===== src/rtl/reaction_pkg.sv =====
// Shared types and constants for the reaction-timer sequencer.
// Provides the FSM state encoding, display-select codes and count width.
package reaction_pkg;

    localparam int TW = 14;
    localparam int MAX_TIME_DEF = 9999;

    typedef enum logic [2:0] {
        IDLE,
        ARM,
        WAIT,
        TIMING,
        SHOW,
        ERROR,
        TIMEOUT
    } state_t;

    localparam logic [1:0] DISP_BLANK = 2'b00;
    localparam logic [1:0] DISP_TIME  = 2'b01;
    localparam logic [1:0] DISP_ERR   = 2'b10;
    localparam logic [1:0] DISP_TO    = 2'b11;

endpackage


===== src/rtl/reaction_timer_ctrl_edge_det.sv =====
// 1-bit rising-edge detector with synchronous active-high reset.
// Ports: clk, reset, d_i (level in), rise_o (d_i high now, low last cycle).
module edge_det (
    input  logic clk,
    input  logic reset,
    input  logic d_i,
    output logic rise_o
);

    logic d_q;

    always_ff @(posedge clk) begin
        if (reset) begin
            d_q <= 1'b0;
        end else begin
            d_q <= d_i;
        end
    end

    assign rise_o = d_i & ~d_q;

endmodule


===== src/rtl/reaction_timer_ctrl.sv =====
// Top-level sequencer for the reaction-timer game (Moore, registered outputs).
// Inputs: start/stop buttons, rwait_done, error_wait_done, time_ms.
// Outputs: rwait_start, time_clr, time_en, error_wait, led, disp_sel, result, busy.
module reaction_timer_ctrl #(
    parameter int MAX_TIME = 9999,
    parameter int TW       = 14
) (
    input  logic          clk,
    input  logic          reset,
    input  logic          start,
    input  logic          stop,
    input  logic          rwait_done,
    input  logic          error_wait_done,
    input  logic [TW-1:0] time_ms,
    output logic          rwait_start,
    output logic          time_clr,
    output logic          time_en,
    output logic          error_wait,
    output logic          led,
    output logic [1:0]    disp_sel,
    output logic [TW-1:0] result,
    output logic          busy
);

    import reaction_pkg::*;

    localparam logic [TW-1:0] MAX_T = TW'(MAX_TIME);

    logic start_re;
    logic stop_re;

    state_t        state_q, state_d;
    logic [TW-1:0] result_q, result_d;
    logic [1:0]    disp_q, disp_d;
    logic          rwait_start_q, rwait_start_d;
    logic          time_clr_q, time_clr_d;
    logic          time_en_q, time_en_d;
    logic          error_wait_q, error_wait_d;
    logic          led_q, led_d;
    logic          busy_q, busy_d;

    edge_det u_start_ed (
        .clk    (clk),
        .reset  (reset),
        .d_i    (start),
        .rise_o (start_re)
    );

    edge_det u_stop_ed (
        .clk    (clk),
        .reset  (reset),
        .d_i    (stop),
        .rise_o (stop_re)
    );

    always_ff @(posedge clk) begin
        if (reset) begin
            state_q       <= IDLE;
            result_q      <= '0;
            disp_q        <= DISP_BLANK;
            rwait_start_q <= 1'b0;
            time_clr_q    <= 1'b0;
            time_en_q     <= 1'b0;
            error_wait_q  <= 1'b0;
            led_q         <= 1'b0;
            busy_q        <= 1'b0;
        end else begin
            state_q       <= state_d;
            result_q      <= result_d;
            disp_q        <= disp_d;
            rwait_start_q <= rwait_start_d;
            time_clr_q    <= time_clr_d;
            time_en_q     <= time_en_d;
            error_wait_q  <= error_wait_d;
            led_q         <= led_d;
            busy_q        <= busy_d;
        end
    end

    always_comb begin
        state_d  = state_q;
        result_d = result_q;
        unique case (state_q)
            IDLE: begin
                if (start_re) state_d = ARM;
            end
            ARM: begin
                state_d = WAIT;
            end
            WAIT: begin
                // An early press beats a simultaneous delay expiry.
                if (stop_re) begin
                    state_d = ERROR;
                end else if (rwait_done) begin
                    state_d = TIMING;
                end
            end
            TIMING: begin
                if (stop_re) begin
                    state_d  = SHOW;
                    result_d = (time_ms > MAX_T) ? MAX_T : time_ms;
                end else if (time_ms >= MAX_T) begin
                    state_d  = TIMEOUT;
                    result_d = MAX_T;
                end
            end
            SHOW, TIMEOUT: begin
                if (start_re) state_d = ARM;
            end
            ERROR: begin
                if (error_wait_done) state_d = IDLE;
            end
            default: state_d = IDLE;
        endcase
    end

    // Outputs decode the next state so they align with state entry.
    always_comb begin
        disp_d        = disp_q;
        rwait_start_d = (state_d == ARM);
        time_clr_d    = (state_d == ARM);
        time_en_d     = (state_d == TIMING);
        led_d         = (state_d == TIMING);
        error_wait_d  = (state_d == ERROR);
        busy_d        = (state_d != IDLE) && (state_d != SHOW);
        unique case (state_d)
            ARM:     disp_d = DISP_BLANK;
            SHOW:    disp_d = DISP_TIME;
            ERROR:   disp_d = DISP_ERR;
            TIMEOUT: disp_d = DISP_TO;
            default: disp_d = disp_q;
        endcase
    end

    assign rwait_start = rwait_start_q;
    assign time_clr    = time_clr_q;
    assign time_en     = time_en_q;
    assign error_wait  = error_wait_q;
    assign led         = led_q;
    assign disp_sel    = disp_q;
    assign result      = result_q;
    assign busy        = busy_q;

endmodule


===== config.mk =====
export PLATFORM = sky130hd
export DESIGN_NAME = reaction_timer_ctrl
export DESIGN_NICKNAME = d
export VERILOG_FILES = /design/src/rtl/reaction_pkg.sv /design/src/rtl/reaction_timer_ctrl_edge_det.sv /design/src/rtl/reaction_timer_ctrl.sv
export SDC_FILE = /design/constraint.sdc
export NUM_CORES = 1
export LEC_CHECK = 0
export CAP_MARGIN = 30
export CORE_ASPECT_RATIO = 1.25
export CORE_MARGIN = 8
export CORE_UTILIZATION = 39
export CTS_CLUSTER_SIZE = 40
export DETAILED_ROUTE_END_ITERATION = 6
export GPL_ROUTABILITY_DRIVEN = 0
export PLACE_DENSITY = 0.85
export SYNTH_ARGS = -nofsm -noshare
export SYNTH_HDL_FRONTEND = slang
export SYNTH_HIERARCHICAL = 1
export SYNTH_SLANG_ARGS = --single-unit

===== constraint.sdc =====
create_clock -name clk -period 1.93 [get_ports clk]
set_input_delay 0.193 -clock clk [delete_from_list [all_inputs] [get_ports clk]]
set_output_delay 0.193 -clock clk [all_outputs]
set_load 0.01 [all_outputs]

==> impl_metrics.tcl <==
set metrics [dict create \
    outcome "finished, final reports clean" \
    post_cts_buffers 0 \
    port_buffers 41 \
    routedWlPerCell_um 14.4 \
    drv_cap 0 \
    cpMaxStageDelayCell "clkdlybuf4s50_1" \
    synth_ff_type "dfxtp_1" \
    start_kind "input pin" \
    critPathCaptureType "register" \
    clk_pin_slew_ns 0.12 \
    cts_sinks 25 \
    synth_common_cells "nor2_1 (30), dfxtp_1 (25), nor3_1 (9)" \
    die_h_um 74.4 \
    max_stage_delay_ns 0.49 \
    synth-seq-cells 25 \
    fp.dieW_um 62.7 \
    power_mw 0.998 \
    num_vias 1029 \
    dpl_worst_slack_ns -0.0920 \
    critPathArrivalTime_ns 1.92 \
    rsz0062_at_grt "no" \
    grt_pass1_vias 1021 \
    hold_slack_ns 0.480 \
    initialDrtViolationCount 54 \
    cts_max_level 1 \
    period_minus_slack_ns 1.69 \
    syn-instance-count 119 \
    design_area_um2 1580 \
    insertion_delay_ns 0.31 \
    vdd_ir_drop_max_mv 0.400 \
    ys.warnings.count 6 \
    crit_fanout 8 \
    crit_type "input pin to register" \
    tns_ns 0 \
    max_freq_ghz 0.590 \
    critPathTopFamily "simple AND/OR/NAND/NOR gates" \
    nFillCells 212 \
    syn-cell-area_um2 1060 \
    maxSlewViolCount 0 \
    hp-class "input pin to register" \
    setup_violations 0 \
    cts_buffers 3 \
    cts_root_buf "clkbuf_4" \
    worst_slew_pin_slew_ns 0.587 \
    synth_edf_count 0 \
    num_antenna_cells 0 \
    stdcell_count 201 \
    grt_usage_pct 12.1 \
    async_flop_share_pct 0 \
    synth_top_area_share_pct 47.1 \
    antenna_found_initial 0 \
    wl_mm 2.90 \
    synth_fp_nets 139 \
    core_um2 2630 \
    synth.most_common_cell "nor2_1" \
    dr.pass1.iters 4 \
    synthDistinctLibCells 30 \
    grt_overflow 0 \
    power.density_nw_per_um2 633 \
    cp.required_ns 2.16 \
    fin_worst_skew_ns 0.00245 \
    synth_top_area_cell "dfxtp_1" \
    dpl_cell_area_um2 1550 \
    grt_max_degree 15 \
    synth.area.top_cells "dfxtp_1 (47%), nor2_1 (11%), nor2b_4 (5.2%)" \
    grt_pass1_wl_mm 4.55 \
    p_leak_nw 0.588 \
    placed_cells 197 \
    start_util_pct 40.5 \
    crit_buf_inv 2 \
    relSlewSlack_pct 60.7 \
    finalCritPeriodShare_pct 87.8 \
    yosysSeqAreaShare_pct 47.1 \
    cts_tree "built" \
    cts_resized 0 \
    area_growth_pct 48.2 \
    fin_util_pct 60.0 \
    dpl.hpwl_mm 2.34 \
    dieArea_um2 4660 \
    synth.avg_cell_area_um2 8.94 \
    io_pins 42 \
    viasPerCell 5.12 \
    crit_chain "clkdlybuf4s50_1 -> nand4_1 -> nor3_1 -> buf_4 -> a211oi_4 -> nor2_1 -> nor2_1 -> nor3_1" \
    fin_ws_ns 0.236 \
    clk_path_buf_depth 2 \
    layout.nets 188 \
    rows 21 \
    final-hold-violation-count 0 \
    layout-drive-gt1-share_pct 13.2 \
    remaining_drc_errors 0 \
    hold_buffers 0 \
    ant_nets 0 \
]
==> kinds of logic (layout without fill, tap and decap cells) <==
logic type / Yosys count / after routing / synth area share, %
simple gates: 64 / 64 / 33.3
flops: 25 / 25 / 47.1
compound gates: 22 / 22 / 16.1
buf+inv: 8 / 56 / 3.53
==> placed cells by master (no fill, tap or decap), types with 2 or more instances in the layout <==
cell type         n
clkdlybuf4s50_1  41
nor2_1           30
dfxtp_1          25
nor3_1            9
buf_4             8
a22oi_1           6
o21ai_0           5
nand2_1           4
nor2b_4           4
inv_1             3
nand2b_1          3
clkbuf_4          3
nand4_1           2
nor2b_1           2
and3_1            2
nand3_1           2
nor4_1            2
a21oi_1           2
==> flip-flops by register name (all words and copies together) (netlist names) <==
signal          cells
busy                1
disp_sel            2
error_wait          1
led                 1
result             14
state_q             3
time_clr            1
u_start_ed/d_q      1
u_stop_ed/d_q       1
==> worst reg2reg max path: cells and delay by family (launching register included) <==
| kind | cells | cell delay, ns |
|---|---|---|
| AO/OA/AOI/OAI | 4 | 0.74 |
| flip-flops | 1 | 0.45 |
| AND/OR/NAND/NOR | 2 | 0.32 |
==> where the power goes <==
part	switching, mW	internal, mW	total (mW)
sequential	0.0157	0.538	0.553
clock	0.140	0.0807	0.221
combinational	0.101	0.122	0.224
==> routing by layer <==
layer | vias up | global-route usage [%] | share of wire (%)
li1 | 505 | - | -
met1 | 479 | 10.7 | 37
met2 | 35 | 22.9 | 53
met3 | 10 | 4.07 | 5.8
met4 | 0 | 8.63 | 3.4
met5 | - | 0 | 0
==> final timing paths <==
check / start / end / slack [ns] / cells past startpoint
worst max register to register: state_q[0] / disp_sel[0] / 0.35 / 6
worst min-delay path: start / u_start_ed/d_q / 0.48 / 2
worst min register to register: disp_sel[0] / disp_sel[0] / 0.49 / 2
worst max-delay path: time_ms[8] / result[2] / 0.24 / 8
==> area by class of cell <==
cell class	instances	area, um2	area share (%)
timing repair buffer	49	470	29.8
tap	34	42.5	2.70
clock buffer	4	26.3	1.67
sequential	25	500	31.7
multi-input combinational	86	526	33.3
inverter	3	11.3	0.714
Power figures use the tool's default switching activity.
